==> config.mk <==
export PLATFORM = sky130hd
export DESIGN_NAME = sorted_vec_serializer
export DESIGN_NICKNAME = d
export VERILOG_FILES = /design/src/rtl/sorted_vec_serializer.sv
export SDC_FILE = /design/constraint.sdc
export NUM_CORES = 1
export LEC_CHECK = 0
export CORE_MARGIN = 3
export CORE_UTILIZATION = 45
export CTS_CLUSTER_SIZE = 10
export DETAILED_ROUTE_END_ITERATION = 10
export MAX_ROUTING_LAYER = met4
export PLACE_DENSITY = 0.72
export REMOVE_ABC_BUFFERS = 1
export SETUP_SLACK_MARGIN = 0.15
export SKIP_CTS_REPAIR_TIMING = 1
export SKIP_LAST_GASP = 1
export SLEW_MARGIN = 0
export SYNTH_ARGS = -nofsm -noshare
export SYNTH_HDL_FRONTEND = slang
export SYNTH_SLANG_ARGS = --single-unit
==> constraint.sdc <==
create_clock -name clk -period 3 [get_ports clk]
set_clock_uncertainty 0.05 [all_clocks]
set_input_delay 0.6 -clock clk [delete_from_list [all_inputs] [get_ports clk]]
set_output_delay 0.6 -clock clk [all_outputs]
set_load 0.03 [all_outputs]
==> src/rtl/sorted_vec_serializer.sv <==
// Captures one N-element vector and streams it out one element per beat.
// Each vector is checked for a non-decreasing order and failing vectors are counted.
module sorted_vec_serializer #(
  parameter int N     = 6,
  parameter int WIDTH = 8,
  parameter int IDXW  = $clog2(N)
) (
  input  logic             clk,
  input  logic             rst_n,
  input  logic             vec_valid_i,
  output logic             vec_ready_o,
  input  logic [WIDTH-1:0] vec_data_i [N],
  output logic             out_valid_o,
  input  logic             out_ready_i,
  output logic [WIDTH-1:0] out_data_o,
  output logic [IDXW-1:0]  out_index_o,
  output logic             out_last_o,
  output logic             done_o,
  output logic             vec_err_o,
  output logic [7:0]       err_count_o
);

  // state | meaning
  // IDLE  | waiting for a vector; vec_ready high
  // SEND  | streaming vbuf[idx]; out_valid high
  // DONE  | one-cycle done pulse; vec_err valid
  typedef enum logic [1:0] {
    IDLE = 2'd0,
    SEND = 2'd1,
    DONE = 2'd2
  } state_e;

  localparam logic [IDXW-1:0] LAST_IDX = IDXW'(N - 1);

  state_e           state_q, state_d;
  logic [WIDTH-1:0] vbuf_q [N];
  logic [WIDTH-1:0] vbuf_d [N];
  logic [IDXW-1:0]  idx_q, idx_d;
  logic [WIDTH-1:0] prev_q, prev_d;
  logic             err_acc_q, err_acc_d;
  logic             vec_err_q, vec_err_d;
  logic [7:0]       err_count_q, err_count_d;

  logic [WIDTH-1:0] cur_elem;
  logic             in_send;
  logic             beat;
  logic             descent;

  assign cur_elem = vbuf_q[idx_q];
  assign in_send  = (state_q == SEND);
  assign beat     = in_send && out_ready_i;
  // The first element has no predecessor, so it can never be a descent.
  assign descent  = (idx_q != '0) && (cur_elem < prev_q);

  always_ff @(posedge clk or negedge rst_n) begin
    if (!rst_n) begin
      state_q     <= IDLE;
      idx_q       <= '0;
      prev_q      <= '0;
      err_acc_q   <= 1'b0;
      vec_err_q   <= 1'b0;
      err_count_q <= '0;
      for (int i = 0; i < N; i++) begin
        vbuf_q[i] <= '0;
      end
    end else begin
      state_q     <= state_d;
      idx_q       <= idx_d;
      prev_q      <= prev_d;
      err_acc_q   <= err_acc_d;
      vec_err_q   <= vec_err_d;
      err_count_q <= err_count_d;
      for (int i = 0; i < N; i++) begin
        vbuf_q[i] <= vbuf_d[i];
      end
    end
  end

  always_comb begin
    state_d     = state_q;
    idx_d       = idx_q;
    prev_d      = prev_q;
    err_acc_d   = err_acc_q;
    vec_err_d   = vec_err_q;
    err_count_d = err_count_q;
    for (int i = 0; i < N; i++) begin
      vbuf_d[i] = vbuf_q[i];
    end

    unique case (state_q)
      IDLE: begin
        if (vec_valid_i) begin
          for (int i = 0; i < N; i++) begin
            vbuf_d[i] = vec_data_i[i];
          end
          idx_d     = '0;
          prev_d    = '0;
          err_acc_d = 1'b0;
          state_d   = SEND;
        end
      end
      SEND: begin
        if (beat) begin
          prev_d = cur_elem;
          if (descent) begin
            err_acc_d = 1'b1;
          end
          if (idx_q == LAST_IDX) begin
            // Latch the verdict here so it is already valid during DONE.
            vec_err_d = err_acc_q | descent;
            state_d   = DONE;
          end else begin
            idx_d = idx_q + 1'b1;
          end
        end
      end
      DONE: begin
        if (vec_err_q && (err_count_q != 8'hFF)) begin
          err_count_d = err_count_q + 8'd1;
        end
        state_d = IDLE;
      end
      default: begin
        state_d = IDLE;
      end
    endcase
  end

  assign vec_ready_o = (state_q == IDLE);
  assign out_valid_o = in_send;
  assign out_data_o  = in_send ? cur_elem : '0;
  assign out_index_o = in_send ? idx_q : '0;
  assign out_last_o  = in_send && (idx_q == LAST_IDX);
  assign done_o      = (state_q == DONE);
  assign vec_err_o   = vec_err_q;
  assign err_count_o = err_count_q;

endmodule

Yosys cells after proc, flatten, opt, wreduce, memory -nomap -nowiden
Index checks and enable logic that the tools add are counted.
Widths: inputs -> output; s select.
Cells by class
  multiplexer cells: 20
  bitwise operators: 2
  $lt $le $gt $ge: 2
  equality and inequality tests: 9
  $add $sub $neg: 2
  reduce and logical (&&, ||, !) cells: 14
Operator list (number)
  $mux 8: 5
  $bmux 8 s3: 1
  $pmux 8 s2: 1
  $mux 3: 4
  $reduce_and 3->1: 3
  $add 8x1->8 const B: 1
  $lt 8x8->1: 1
  $ne 8x8->1 const B: 1
  $reduce_and 4->1: 2
  $mux 2: 3
  $ne 2x1->1 const B: 3
  $pmux 3 s2: 1
  $ge 4x4->1 const B: 1
  $logic_and 1x1->1: 4
  $ne 2x2->1 const B: 2
  $not 3->4: 1
  $pmux 2 s2: 1
  $reduce_and 2->1: 2
  $add 3x1->3 const B: 1
  $eq 3x3->1 const B: 1
  $mux 1: 3
  $reduce_bool 3->1: 1
  $eq 2x1->1 const B: 1
  $eq 2x2->1 const B: 1
  4 further kinds: 4
Word-level totals
  word-level logic and storage cells: 61
  register bits after elaboration: 71
  output and inout port bits: 24
  input bits: 52

Depth between registers and ports, before layout
  depth after elaboration: 9
  depth in mapped cells: 10
  gate-level depth less buffers: 8

Least setup slack after synthesis
Ideal clock, no wire load.
  path type: register to register
  from: register idx_q[0]
  to: register vec_err_q (netlist: vec_err_o)
  period minus slack after synthesis: 2558 ps
  cell stages (with the launch flop): 10
  path slack: 442 ps
  setup time: 94 ps
  buffers on the path: 1
  data required time: 2856 ps
  arrival: 2414 ps
  cell sequence: dfrtp_1 > buf_6 > mux4_2 > a22oi_2 > inv_1 > ha_1 > and4_1 > a221oi_1 > a21boi_1 > a211oi_1
On the way
  longest elaborated chain between the ends: 7
  elaborated cells on any way between the ends: 10
  those cells by class: order compare (1); eq/ne (1); mux (3); bitwise (2); reduce/logical (3)
Ends and longest elaborated chain
  start: declaration: line 38  | logic [IDXW-1:0] idx_q, idx_d;
  start signal: assignment: line 68  | idx_q <= idx_d;
  $not 3->4 (not written as such): line 49  | assign cur_elem = vbuf_q[idx_q];
  $bmux 8 s3: line 49
  $mux 8 (not written as such) (2 in series): line 49
  $lt 8x8->1: line 53  | assign descent = (idx_q != '0) && (cur_elem < prev_q);
  $logic_and 1x1->1: line 53
  $or 1x1->1: line 110  | vec_err_d = err_acc_q | descent;
  end signal: assignment: line 71  | vec_err_q <= vec_err_d;
  end: declaration: line 41  | logic vec_err_q, vec_err_d;
Parallel ways exist; a longest one is shown, timed or not. The select of a mux whose other input is x is not followed.
A chain may end at the register's enable or synchronous reset.

Worst setup path in the final report
  from: register idx_q[0]
  to: register err_acc_q
On the way
  longest elaborated chain between the ends: 8
  elaborated cells on any way between the ends: 9
  those cells by class: order compare (1); eq/ne (1); mux (3); bitwise (1); reduce/logical (3)
Ends and longest elaborated chain
  $not 3->4 (not written as such): line 49
  $bmux 8 s3: line 49
  $mux 8 (not written as such) (2 in series): line 49
  $lt 8x8->1: line 53
  $logic_and 1x1->1 *: line 53
  $ne 2x1->1 (no line) *
  $reduce_and 4->1 (no line) *
  end signal: assignment: line 70  | err_acc_q <= err_acc_d;
  end: declaration: line 40  | logic err_acc_q, err_acc_d;
Mark *: on every way between the ends. The rest lies on a longest branch, timed or not. The select of a mux whose other input is x is not followed.

==> results.md <==
* Status: finished, final reports clean
* Antenna violations before repair at 0
* List of most frequent post-synthesis cells: 71 x dfrtp_1, 56 x mux2_2, 18 x inv_1, 17 x nor2_1, 12 x nand2_1
* Die ar. at approximately 8900 sq um
* Setup WS post-layout at about 0.32 ns
* Synth Flop Type: dfrtp_1
* Avg Cell Area, Syn at ~13 sq um
* Total power at approximately 5 mW
* Yosys top cell area share at approximately half
* Deepest clock path buffer count at 2
* # fillers at roughly 600
* Clock Power Share at around 14%
* Register area share after synthesis at around half
* Comb power frac at approximately 53%
* R2R Path Start: idx_q[0]
* Residual DRC at 0
* Antenna-violating nets left at 0
* Clock latency on the worst-skew pair at around 0.35 ns
* Pwr Density at between 1000 and 1500 nW/um^2
* Cells along the critical path: buf_12 > mux4_2 > a22oi_2 > inv_1 > ha_1 > and4_1 > a221oi_2 > nand2_1 > o32ai_2
* Share of cells above drive strength 1 at about 30%
* GRT overflow at 0
* Final wirelength at 6950 um
* TritonCTS clock tree: yes
* Largest net degree at the start of global routing at 72
* Slew @ Worst Pin at around 0.9 ns
* DRT iter0 DRCs at 93
* Vias in the first global route at approximately 2,500
* # setup viols final at 0
* Starting Density at around 47%
* Area leader, netlist: dfrtp_1
* CTS Sinks at 71
* Clock-pin slew on the worst setup and hold paths at about 0.07 ns
* Asr flop ratio synth at 100%
* Cell Area, Placed at 4380 sq um
* Worst slew margin at approximately two fifths
* Nets at around 420
* DR WL/cell at between 15 and 20 um
* Std cell rows at 31
* Layout Cells excl Fill at 456
* Global Route Usage Sum at 17.8%
* P_leak at between 2 and 2.5 nW
* Max_cap viols at 0
* P_sw at 1.95 mW
* Top cells by area, synth: dfrtp_1 51%, mux2_2 18%, mux4_2 4.5%
* Crit Path Class: register to register
* Die Height at ~94 um
* Crit. Startpoint: idx_q[0]
* CTS buffer count at 9
* Hpwl dp at a little under 5000 um
* First-pass DRT Iterations at 4
* # diodes at 0
* Inst Count DP at ~440
* EDFF count, synth at 0
* CP bufs+invs at 2
* Worst hold margin at roughly 0.32 ns
* Most frequent cell after synthesis: dfrtp_1
* Clock root cell: clkbuf_8
* Final Hold Vio Count at 0
* Vias at roughly 2,300
* CP max FO at 17
* Routability cong. at 0.778
* Flop pwr share at 32.6%
* CP peak stage delay at about 0.53 ns
* Pint at between 3 and 4 mW
* Library cells used by synthesis at 43
* Worst Hold Class: input port to async pin
* Fin. max-slew vios at 0
* Fin crit period at between 2 and 3 ns
* Max Freq at about 0.37 GHz
* Cell family with most CP delay: compound AO/OA/AOI/OAI gates
* CP max stage cell: mux4_2
* Top Ports at 76
* WP data required at approximately 3.2 ns
* Switch share at between 30% and 40%
* RSZ-0062 raised after global routing: false
* Count of input and output buffers at 75
* First-pass GRT wire length at 11,900 um
* Via density at between 5 and 6
* Final period util at roughly 90%
* Synth-to-Final Area Change at 31.4%
* Clock H-tree levels at 3
* Worst Setup Start Kind: register
* CP Capture Type: register
* Cell Area, Synth at between 3000 and 4000 sq um
* Synthesis-stage register bit count at 71
* Die width at around 94 um
* VDD IR-drop max at 0.000551 V
* Area of the core at about 7400 sq um
* Data arrival, critical path at 2.88 ns
* Gate Count Post-Synth at 272
* YS warnings at 0
* Cell area after layout at 4600 sq um
* Placement Setup Slack at around 0.26 ns
==> metal layers <==
| layer | GRT usage [%] | vias to the layer above | share of wire, % |
|---|---|---|---|
| li1 | - | 1122 | - |
| met1 | 22.7 | 1129 | 46 |
| met2 | 27.8 | 59 | 48 |
| met3 | 5.21 | 9 | 4.7 |
| met4 | 4.69 | 0 | 0.89 |
| met5 | - | - | 0 |
==> registers in the layout, indices dropped and copies added (netlist names) <==
signal,count
vbuf_q,48
err_count_o,8
prev_q,8
idx_q,3
state_q,2
err_acc_q,1
vec_err_o,1
==> power by group through the flow <==
stage	sequential, mW	clock, mW	combinational (mW)
2_1_floorplan	1.64	0	1.84
3_3_place_gp	1.67	0	2.64
3_5_place_dp	1.67	0	2.70
4_1_cts	1.65	0.750	2.72
5_1_grt	1.71	0.794	2.93
6_report	1.65	0.729	2.69
==> cell type report <==
type                       instances  area, sq um  area share, %
clock inverter                     6         62.6           1.36
inverter                          19         71.3           1.55
tap                               99          124           2.70
timing repair buffer              81          833           18.1
sequential                        71         1780           38.7
clock buffer                       9          124           2.70
multi-input combinational        171         1600           34.9
==> worst reg2reg max path, stage by stage, from the launching register on <==
cell and delay (ns):
dfrtp_1 0.39, buf_12 0.19, mux4_2 0.53, a22oi_2 0.25, inv_1 0.08, ha_1 0.31, and4_1 0.24, a221oi_2 0.25
nand2_1 0.10, o32ai_2 0.21
==> cell usage in the layout, fill, tap and decap left out, types with 4 or more instances in the layout <==
master	n
buf_4	7
clkdlybuf4s50_1	64
clkbuf_8	9
mux2_2	56
dlymetal6s2s_1	8
nor2_1	17
dfrtp_1	70
nand3_1	6
a21oi_1	4
nand2_1	12
ha_1	11
o21ai_1	8
a22oi_2	8
mux4_2	7
xnor2_1	6
inv_1	18
==> metrics by stage <==
step           setup TNS (ns)  util (%)
5_1_grt                     0      62.0
3_3_place_gp                0      59.1
2_1_floorplan          -14.39         -
4_1_cts                -0.433      61.6
3_5_place_dp                0      59.1
6_report                    0      62.0
==> path summary, 6_finish.rpt <==
kind	endpoint	slack [ns]	depth (start not counted)
worst max-delay path	err_acc_q	0.32	9
worst min-delay path	vbuf_q[46]	0.32	1
worst max register to register	err_acc_q	0.32	9
worst min register to register	prev_q[0]	0.44	2
max in group asynchronous	idx_q[1]	1.97	1
min in group clk	prev_q[0]	0.44	2
==> logic make-up (layout without fill, tap and decap cells) <==
| logic type | Yosys count | count (layout) | share of synthesized area (%) |
|---|---|---|---|
| buffers and inverters | 30 | 115 | 3.90 |
| flip-flops | 71 | 71 | 50.8 |
| adder cells (fa/ha/maj) | 11 | 11 | 3.93 |
| XOR/XNOR | 8 | 8 | 2.00 |
| multiplexers | 67 | 67 | 24.0 |
| AND/OR/NAND/NOR | 51 | 51 | 7.15 |
| AO/OA/AOI/OAI | 34 | 34 | 8.23 |
No activity file was read; power rests on OpenSTA's default activity.
